### src/rtl/bldcm_ramp_ctrl.sv
// bldcm_ramp_ctrl: steps the motor block's frequency target toward a commanded value, polling status after every write
module bldcm_ramp_ctrl #(
  parameter logic [31:0] pStepHz     = 32'd100,
  parameter logic [31:0] pStepCycles = 32'd50000,
  parameter logic [15:0] pPollLimit  = 16'd1024,
  parameter logic [1:0]  pAddrFreq   = 2'd0,
  parameter logic [1:0]  pAddrStatus = 2'd1
) (
  input  logic        iClock,
  input  logic        iReset_n,
  input  logic        iCmdValid,
  output logic        oCmdReady,
  input  logic [31:0] iCmdFreq,
  input  logic        iAbort,
  output logic        oBusy,
  output logic        oDone,
  output logic        oErr,
  output logic [31:0] oCurFreq,
  output logic [1:0]  oAddr,
  output logic        oRead,
  input  logic [31:0] iRdata,
  output logic        oWrite,
  output logic [31:0] oWdata,
  input  logic [1:0]  iResp
);
  typedef enum logic [2:0] {IDLE, CALC, WRITE, POLL_RD, POLL_WT, WAIT} state_t;
  state_t state_q, state_d;
  logic [31:0] cur_q, cur_d, tgt_q, tgt_d, next_q, next_d, cnt_q, cnt_d, wdata_q, wdata_d;
  logic [15:0] poll_q, poll_d;
  logic [1:0] addr_q, addr_d;
  logic write_q, write_d, read_q, read_d, done_q, done_d, err_q, err_d, busy_q, busy_d;
  logic [31:0] tgt_n, cmd_tgt, step_val;
  logic [32:0] up_sum;
  logic accept;
  logic unused_rdata;
  assign unused_rdata = ^iRdata[31:1];
  always_comb begin
    tgt_n    = iAbort ? 32'd0 : tgt_q;
    cmd_tgt  = iAbort ? 32'd0 : iCmdFreq;
    accept   = iCmdValid && !busy_q;
    // 33-bit sum so a step near the top of the range saturates instead of wrapping
    up_sum   = {1'b0, cur_q} + {1'b0, pStepHz};
    step_val = cur_q < tgt_n ? (up_sum > {1'b0, tgt_n} ? tgt_n : up_sum[31:0])
                             : (cur_q - tgt_n > pStepHz ? cur_q - pStepHz : tgt_n);
    state_d  = state_q;
    cur_d    = cur_q;
    tgt_d    = tgt_n;
    next_d   = next_q;
    cnt_d    = cnt_q;
    poll_d   = poll_q;
    addr_d   = addr_q;
    wdata_d  = wdata_q;
    write_d  = 1'b0;
    read_d   = 1'b0;
    done_d   = 1'b0;
    err_d    = err_q;
    case (state_q)
      IDLE: begin
        if (accept) begin
          tgt_d = cmd_tgt;
          err_d = 1'b0;
          if (cmd_tgt == cur_q) done_d = 1'b1;
          else state_d = CALC;
        end else if (iAbort && cur_q != 32'd0) begin
          state_d = CALC;
        end
      end
      CALC: begin
        next_d  = step_val;
        wdata_d = step_val;
        addr_d  = pAddrFreq;
        write_d = 1'b1;
        poll_d  = 16'd0;
        state_d = WRITE;
      end
      WRITE: begin
        addr_d  = pAddrStatus;
        read_d  = 1'b1;
        state_d = POLL_RD;
      end
      POLL_RD: begin
        poll_d  = poll_q + 16'd1;
        state_d = POLL_WT;
      end
      POLL_WT: begin
        if (iResp != 2'b00) begin
          err_d   = 1'b1;
          state_d = IDLE;
        end else if (iRdata[0]) begin
          cur_d = next_q;
          if (next_q == tgt_n) begin
            done_d  = 1'b1;
            state_d = IDLE;
          end else if (pStepCycles < 32'd2) begin
            state_d = CALC;
          end else begin
            // CALC supplies the last cycle of the inter-step gap
            cnt_d   = pStepCycles - 32'd2;
            state_d = WAIT;
          end
        end else if (poll_q < pPollLimit) begin
          addr_d  = pAddrStatus;
          read_d  = 1'b1;
          state_d = POLL_RD;
        end else begin
          err_d   = 1'b1;
          state_d = IDLE;
        end
      end
      WAIT: begin
        if (iAbort || cnt_q == 32'd0) state_d = CALC;
        else cnt_d = cnt_q - 32'd1;
      end
      default: state_d = IDLE;
    endcase
    busy_d = state_d != IDLE;
  end
  always_ff @(posedge iClock or negedge iReset_n) begin
    if (!iReset_n) begin
      state_q <= IDLE;
      cur_q   <= '0;
      tgt_q   <= '0;
      next_q  <= '0;
      cnt_q   <= '0;
      poll_q  <= '0;
      addr_q  <= '0;
      wdata_q <= '0;
      write_q <= 1'b0;
      read_q  <= 1'b0;
      done_q  <= 1'b0;
      err_q   <= 1'b0;
      busy_q  <= 1'b0;
    end else begin
      state_q <= state_d;
      cur_q   <= cur_d;
      tgt_q   <= tgt_d;
      next_q  <= next_d;
      cnt_q   <= cnt_d;
      poll_q  <= poll_d;
      addr_q  <= addr_d;
      wdata_q <= wdata_d;
      write_q <= write_d;
      read_q  <= read_d;
      done_q  <= done_d;
      err_q   <= err_d;
      busy_q  <= busy_d;
    end
  end
  assign oCmdReady = !busy_q;
  assign oBusy     = busy_q;
  assign oDone     = done_q;
  assign oErr      = err_q;
  assign oCurFreq  = cur_q;
  assign oAddr     = addr_q;
  assign oRead     = read_q;
  assign oWrite    = write_q;
  assign oWdata    = wdata_q;
endmodule

### config.mk
export PLATFORM = sky130hd
export DESIGN_NAME = bldcm_ramp_ctrl
export DESIGN_NICKNAME = d
export VERILOG_FILES = /design/src/rtl/bldcm_ramp_ctrl.sv
export SDC_FILE = /design/constraint.sdc
export NUM_CORES = 1
export LEC_CHECK = 0
export ABC_CLOCK_PERIOD_IN_PS = 8300
export BUFFER_PORTS_ARGS = -buffer_cell sky130_fd_sc_hd__buf_2
export CORE_AREA = 2 2 155 157
export CTS_BUF_LIST = sky130_fd_sc_hd__clkbuf_4
export CTS_CLUSTER_DIAMETER = 40
export DETAILED_ROUTE_END_ITERATION = 8
export DIE_AREA = 0 0 157 159
export HOLD_SLACK_MARGIN = 0.02
export MAX_ROUTING_LAYER = met4
export PLACE_DENSITY_LB_ADDON = 0.3
export SLEW_MARGIN = 20
export SYNTH_ARGS = -nofsm -noshare
export SYNTH_HDL_FRONTEND = slang
export SYNTH_SLANG_ARGS = --single-unit
### constraint.sdc
create_clock -name iClock -period 8.3 [get_ports iClock]
set_input_delay 0.415 -clock iClock [delete_from_list [all_inputs] [get_ports iClock]]
set_output_delay 0.415 -clock iClock [all_outputs]
set_load 0.005 [all_outputs]
* Yosys cells after proc, flatten, opt, wreduce, memory -nomap -nowiden
Cells that the tools add are included.
** Operators by class
- Bitwise operators :: 1
- $add $sub $neg :: 5
- Eq/ne operators :: 16
- Magnitude comparators :: 4
- Reduce and logical (&&, ||, !) cells :: 17
- Muxes and demuxes :: 42
** Operators with widths (number)
- 32-bit 2-to-1 mux :: 11
- 32-bit == test :: 2
- 32-bit one-hot mux with 2 select lines :: 1
- 32-bit by 7-bit adder with 33-bit output, second input constant :: 1
- 33-bit by 32-bit greater-than comparator with 1-bit output :: 1
- 32-bit by 7-bit greater-than comparator with 1-bit output, second input constant :: 1
- 32-bit zero test :: 1
- 32-bit < comparator :: 1
- 16-bit one-hot mux with 2 select lines :: 1
- 32-bit nonzero test :: 1
- 32-bit by 1-bit subtractor with 32-bit output, second input constant :: 1
- 32-bit subtractor :: 1
- 32-bit by 7-bit subtractor with 32-bit output, second input constant :: 1
- 3-bit 2-to-1 mux :: 7
- 3-bit one-hot mux with 6 select lines :: 1
- 16-bit by 1-bit adder with 16-bit output, second input constant :: 1
- 16-bit by 11-bit < comparator with 1-bit output, second input constant :: 1
- 2-bit inequality test, second input constant :: 7
- 1-bit 2-to-1 mux :: 13
- 2-bit 2-to-1 mux :: 4
- 4-bit AND reduction :: 2
- 2-bit nonzero test :: 4
- 3-bit by 2-bit == test with 1-bit output, second input constant :: 2
- 3-bit == test, second input constant :: 2
- 12 further kinds :: 17
** Word-level totals
- Register bits after elaboration :: 154
- Output and inout port bits :: 72
- Bits of input ports :: 70
- Logic and storage cells :: 97

* Longest topological paths before layout
- Word-level depth :: 7
- Gate-level depth with buffers :: 23
- Gate-level depth less buffers :: 20

* Worst setup path after synthesis
OpenSTA, ideal clock, no wires.
- Path kind :: input to register
- Start point :: in iAbort
- End point :: reg wdata_q[10], in the netlist oWdata[10]
- Stages :: 22
- Arrival :: 5.216 ns
- Path buffers :: 8
- Library setup time :: 0.142 ns
- Required time :: 8.158 ns
- Slack :: 2.942 ns
- Cell sequence :: clkbuf_1 -> clkbuf_1 -> clkbuf_1 -> buf_1 -> clkbuf_1 -> clkbuf_1 -> nor2_1 -> inv_1 -> ha_1 -> o211ai_1 -> a21o_1 -> and2b_2 -> o311a_1 -> xnor2_1 -> or4b_1 -> nor4_2 -> nand4b_1 -> nor4_1 -> buf_4 -> buf_12 -> mux2i_1 -> o221ai_1
** On the way
- Cells in the longest elaborated chain, start to end :: 5
- Elaborated cells between the ends (all ways) :: 8
- Those cells by class :: add/sub (1); order compare (3); mux (4)
** RTL lines
- from (decl) :: line 14 : input logic iAbort,
- 32-bit 2-to-1 mux * :: line 38 : tgt_n = iAbort ? 32'd0 : tgt_q;
- 32-bit subtractor :: line 44 : : (cur_q - tgt_n > pStepHz ? cur_q - pStepHz : tgt_n);
- 32-bit by 7-bit greater-than comparator with 1-bit output :: line 44
- 32-bit 2-to-1 mux :: line 44
- 32-bit 2-to-1 mux * :: line 43 : step_val = cur_q < tgt_n ? (up_sum > {1'b0, tgt_n} ? tgt_n : up_sum[31:0])
- to (signal assigned) :: line 141 : wdata_q <= wdata_d;
- to (decl) :: line 28 : logic [31:0] cur_q, cur_d, tgt_q, tgt_d, next_q, next_d, cnt_q, cnt_d, wdata_q, wdata_d;
Every way passes the cells marked *; elsewhere a longest branch is shown, timed or not.
A chain may end at the register's enable or synchronous reset.

* Worst setup path after layout
- Start point :: reg cur_q[2], in the netlist oCurFreq[2]
- End point :: reg wdata_q[13], in the netlist oWdata[13]
** On the way
- Cells in the longest elaborated chain, start to end :: 4
- Elaborated cells between the ends (all ways) :: 9
- Those cells by class :: add/sub (3); order compare (3); mux (3)
** RTL lines
- from (decl) :: line 28
- from (signal assigned) :: line 135 : cur_q <= cur_d;
- 32-bit by 7-bit adder with 33-bit output / 32-bit subtractor (equally long branches) :: line 42, 44
- 33-bit by 32-bit greater-than comparator with 1-bit output / 32-bit by 7-bit greater-than comparator with 1-bit output (equally long branches) :: line 43, 44
- 32-bit 2-to-1 mux (on tied branches) :: line 43, 44
- 32-bit 2-to-1 mux * :: line 43
Marked as above.

==> Flow_metrics.wiki <==
{| class="wikitable"
! Metric !! Value
|-
| Number of sinks handled by clock tree synthesis || about 150
|-
| Initial cell density of the core || 54.33%
|-
| Std cell rows || between 50 and 60
|-
| Total vias in the final route || 12.16k
|-
| Post-detailed-routing wire length || 41,610 µm
|-
| Clock root buffer || sky130_fd_sc_hd__clkbuf_4
|-
| Number of distinct library cell variants in the gate-level netlist after synthesis || 81
|-
| Post-synthesis instance area || 0.01260 mm²
|-
| Share of Yosys cell area claimed by the top area cell type || 30.39%
|-
| Setup Skew || 0.02909 ns
|-
| Class of the worst hold path || in2reg
|-
| Layout overhead on the synthesized area || 7.289%
|-
| Largest fanout on the critical path || 30
|-
| # nets final || 1,715
|-
| Minimum clock period || around 6.1 ns
|-
| Critical path required time || 8.75 ns
|-
| Level count of the clock H-tree || 4
|-
| Share of post-route cells with drive strength above 1 || 13.85%
|-
| Synth Instances || 1,526
|-
| Worst path arrival time || 6.52 ns
|-
| Clock buffers created by TritonCTS || 17
|-
| RSZ-0062 raised after global routing || false
|-
| Crit path capture type || flop
|-
| Vias/cell || 6.375
|-
| Multi-input gate area || 0.008092 mm²
|-
| Flip-flop and latch count after synthesis || between 150 and 200
|-
| First-pass GRT wire length || 64,540 µm
|-
| Initial antenna violation count || 1
|-
| Largest net degree at the start of global routing || 90
|-
| Number of max-cap violations || 0
|-
| Detailed Route Iter0 Violations || 1,509
|-
| Worst hold slack after final layout || 0.08021 ns
|-
| Worst vdd rail ir drop || between 300 and 400 µV
|-
| Placeable core area || 0.02319 mm²
|-
| Sequential cell area || between 0.003 and 0.004 mm²
|-
| Areal power density over the cells || 426.9 mW/mm²
|-
| Fmax || 164.6 MHz
|-
| Slew Limit Fails || 0
|-
| Overall die area || ~0.025 mm²
|-
| Total global routing track utilization || 34.46%
|-
| Kind of start point of the critical path || flop
|-
| Total Neg Setup Slack || 0 ns
|-
| Fraction of the yosys area taken by sequential cells || approximately 30%
|-
| DRC violation count after routing || 0
|-
| Pin slew with the least headroom to its limit || 1.053 ns
|-
| Most area-consuming cells after synthesis || sky130_fd_sc_hd__dfrtp_1 (30%), sky130_fd_sc_hd__ha_1 (6.9%), sky130_fd_sc_hd__nand2_1 (5.6%)
|-
| Flip-flop cell with the highest count after synthesis || sky130_fd_sc_hd__dfrtp_1
|-
| Horizontal die dimension || 157 µm
|-
| FILL cells || about 2.1k
|-
| Port Buffer Count || 109
|-
| Sum of net half-perimeters after detailed placement || 30,800 µm
|-
| Final Wtd Congestion || 1.003
|-
| Remaining antenna violation count || 0
|-
| Syn Area/Cell || about 8.3 µm²
|-
| Overflow left after global routing || 0
|-
| Fraction of synthesis flops using an asynchronous set or reset pin || 100.0%
|-
| Outcome || complete, no violations
|-
| Post-synthesis net count || 1,666
|-
| Number of I/O pins || 142
|-
| Clock transition time at the flip-flop clock pins of the worst setup and hold paths || ~0.16 ns
|-
| Final setup fails || 0
|-
| Warning count from the yosys run || 0
|-
| Part of the cycle the worst path needs || 73.20%
|-
| Number of global-route vias before repair || about 11k
|-
| Library cell contributing the largest single delay on the critical path || sky130_fd_sc_hd__a31o_2
|-
| Tightest slew margin relative to the limit || between 20 and 30%
|-
| Clock insertion delay at the later pin of the skew report || around 0.6 ns
|-
| TritonCTS clock tree || done
|-
| Resized cells post-CTS || 0
|-
| Cts hold-fix bufs || 1
|-
| Height of the die || roughly 160 µm
|-
| EDFF count, synth || 0
|-
| # Post-CTS Setup Buffers || 0
|-
| Largest area contributor in the netlist || sky130_fd_sc_hd__dfrtp_1
|-
| Leakage || 6.109 nW
|-
| Post-DR wirelength/cell || 21.81 µm
|-
| DRT Pass-1 Iters || 6
|-
| Final number of hold-violating endpoints || 0
|-
| Worst path cell trace || ha_1, a21oi_1, nand2b_1, nand2b_1, or3_1, nor2_1, and4_1, nand4_1, xnor2_1, ha_1, nand4_1, nor4_1, o31ai_1, a21oi_1, a31o_2, buf_4, mux2i_1, o221ai_1
|-
| Largest stage delay, worst path || 0.75 ns
|-
| Worst-case clock buffer depth || 2
|-
| Type of the worst setup path || reg2reg
|}
==> routing by layer <==
layer,global-route usage (%),vias up,part of all wire (%)
li1,-,5602,-
met3,4.491,90,10
met2,49.06,672,43
met5,-,-,0
met1,50.83,5799,44
met4,10.63,0,3.1
==> final timing paths <==
kind	from	to	slack [ns]	cells after the start
worst max-delay path	oCurFreq[2]	oWdata[13]	2.22	18
worst min register to register	oAddr[0]	oAddr[0]	0.50	1
worst min-delay path	iCmdFreq[30]	tgt_q[30]	0.08	3
max in group asynchronous	iReset_n	oWdata[12]	6.44	3
min in group asynchronous	iReset_n	poll_q[3]	0.44	2
worst max register to register	oCurFreq[2]	oWdata[13]	2.22	18
==> power by group <==
| part | internal, mW | leakage (nW) | switching, mW |
|---|---|---|---|
| sequential | 0.969 | 2.03 | 0.484 |
| clock | 0.161 | 0.151 | 0.335 |
| combinational | 1.55 | 3.92 | 2.27 |
==> logic make-up after synthesis <==
kind of cell             after synthesis  synth area share [%]
XOR/XNOR                             112                 7.785
buffers and inverters                165                 5.561
other                                  1               0.02976
flip-flops                           153                 30.39
multiplexers                          94                 7.905
AND/OR/NAND/NOR                      584                 23.11
adder cells (fa/ha/maj)               70                 7.011
AO/OA/AOI/OAI                        347                 18.21
==> final cells by class <==
cell class	count	area share [%]
inverter	76	2.110
tap	319	2.953
clock inverter	15	1.138
sequential	153	28.32
antenna	1	0.01851
multi-input combinational	1208	59.86
clock buffer	17	0.9441
timing repair buffer	119	4.656
==> through the flow <==
stage	setup WS, ns	utilization (%)	cells	total power, mW	cell area [µm²]
after floorplan	2.942	-	1526	4.011	12600
after global placement	2.347	56.99	1874	5.080	13220
after detailed placement	2.235	56.99	1874	5.134	13220
after CTS	2.423	58.24	1907	5.645	13510
after global routing	1.909	58.29	1908	6.141	13520
final	2.224	58.29	1908	5.770	13520
==> flip-flops by register name, indices dropped and copies added (netlist names), 3 cells and up <==
signal and count:
oWdata 32, poll_q 16, state_q 3, cnt_q 32, oCurFreq 32, tgt_q 32
==> synthesized netlist by cell type, drive strengths merged, types with 18 or more instances <==
master  number
o21ai       78
ha          69
nand2b      20
a21o        21
nor2       141
o22ai       18
mux2i       50
nor4        25
dfrtp      153
nor2b       32
a31oi       28
xor2        37
nor3        40
xnor2       75
clkbuf      55
nand2      187
o32ai       20
nand4       35
a21oi       82
nand3       29
buf         34
mux2        44
inv         76
==> worst max-delay path: cells and delay by family (launching register included) <==
| family | cells | cell delay, ns |
|---|---|---|
| fa+ha+maj | 2 | 0.60 |
| xor+xnor | 1 | 0.19 |
| compound gates | 5 | 1.57 |
| simple gates | 8 | 2.30 |
| buf+inv | 1 | 0.37 |
| mux | 1 | 0.22 |
| flops | 1 | 0.69 |
==> cells in the final DEF, fill, tap and decap left out, types with 6 or more instances in the layout <==
cell,count
sky130_fd_sc_hd__o21a_1,8
sky130_fd_sc_hd__a211oi_1,7
sky130_fd_sc_hd__a21oi_1,81
sky130_fd_sc_hd__nand3_1,28
sky130_fd_sc_hd__o32ai_1,20
sky130_fd_sc_hd__buf_2,108
sky130_fd_sc_hd__and3_1,9
sky130_fd_sc_hd__a31oi_1,28
sky130_fd_sc_hd__inv_1,76
sky130_fd_sc_hd__nand2_1,186
sky130_fd_sc_hd__a21o_1,21
sky130_fd_sc_hd__a22o_1,14
sky130_fd_sc_hd__nor2b_1,32
sky130_fd_sc_hd__nand4_1,33
sky130_fd_sc_hd__xnor2_1,75
sky130_fd_sc_hd__mux2i_1,50
sky130_fd_sc_hd__nor4_1,21
sky130_fd_sc_hd__and4_1,6
sky130_fd_sc_hd__nor4bb_1,17
sky130_fd_sc_hd__nor3_1,40
sky130_fd_sc_hd__nor2_1,139
sky130_fd_sc_hd__clkbuf_4,17
sky130_fd_sc_hd__or3_1,13
sky130_fd_sc_hd__ha_1,69
sky130_fd_sc_hd__o21ai_0,75
sky130_fd_sc_hd__buf_4,9
sky130_fd_sc_hd__a221oi_1,7
sky130_fd_sc_hd__xor2_1,37
sky130_fd_sc_hd__mux2_2,44
sky130_fd_sc_hd__o221ai_1,17
sky130_fd_sc_hd__dfrtp_1,153
sky130_fd_sc_hd__nand2b_1,20
sky130_fd_sc_hd__o22ai_1,18
sky130_fd_sc_hd__o211ai_1,8
(Power assumes the default switching activity.)
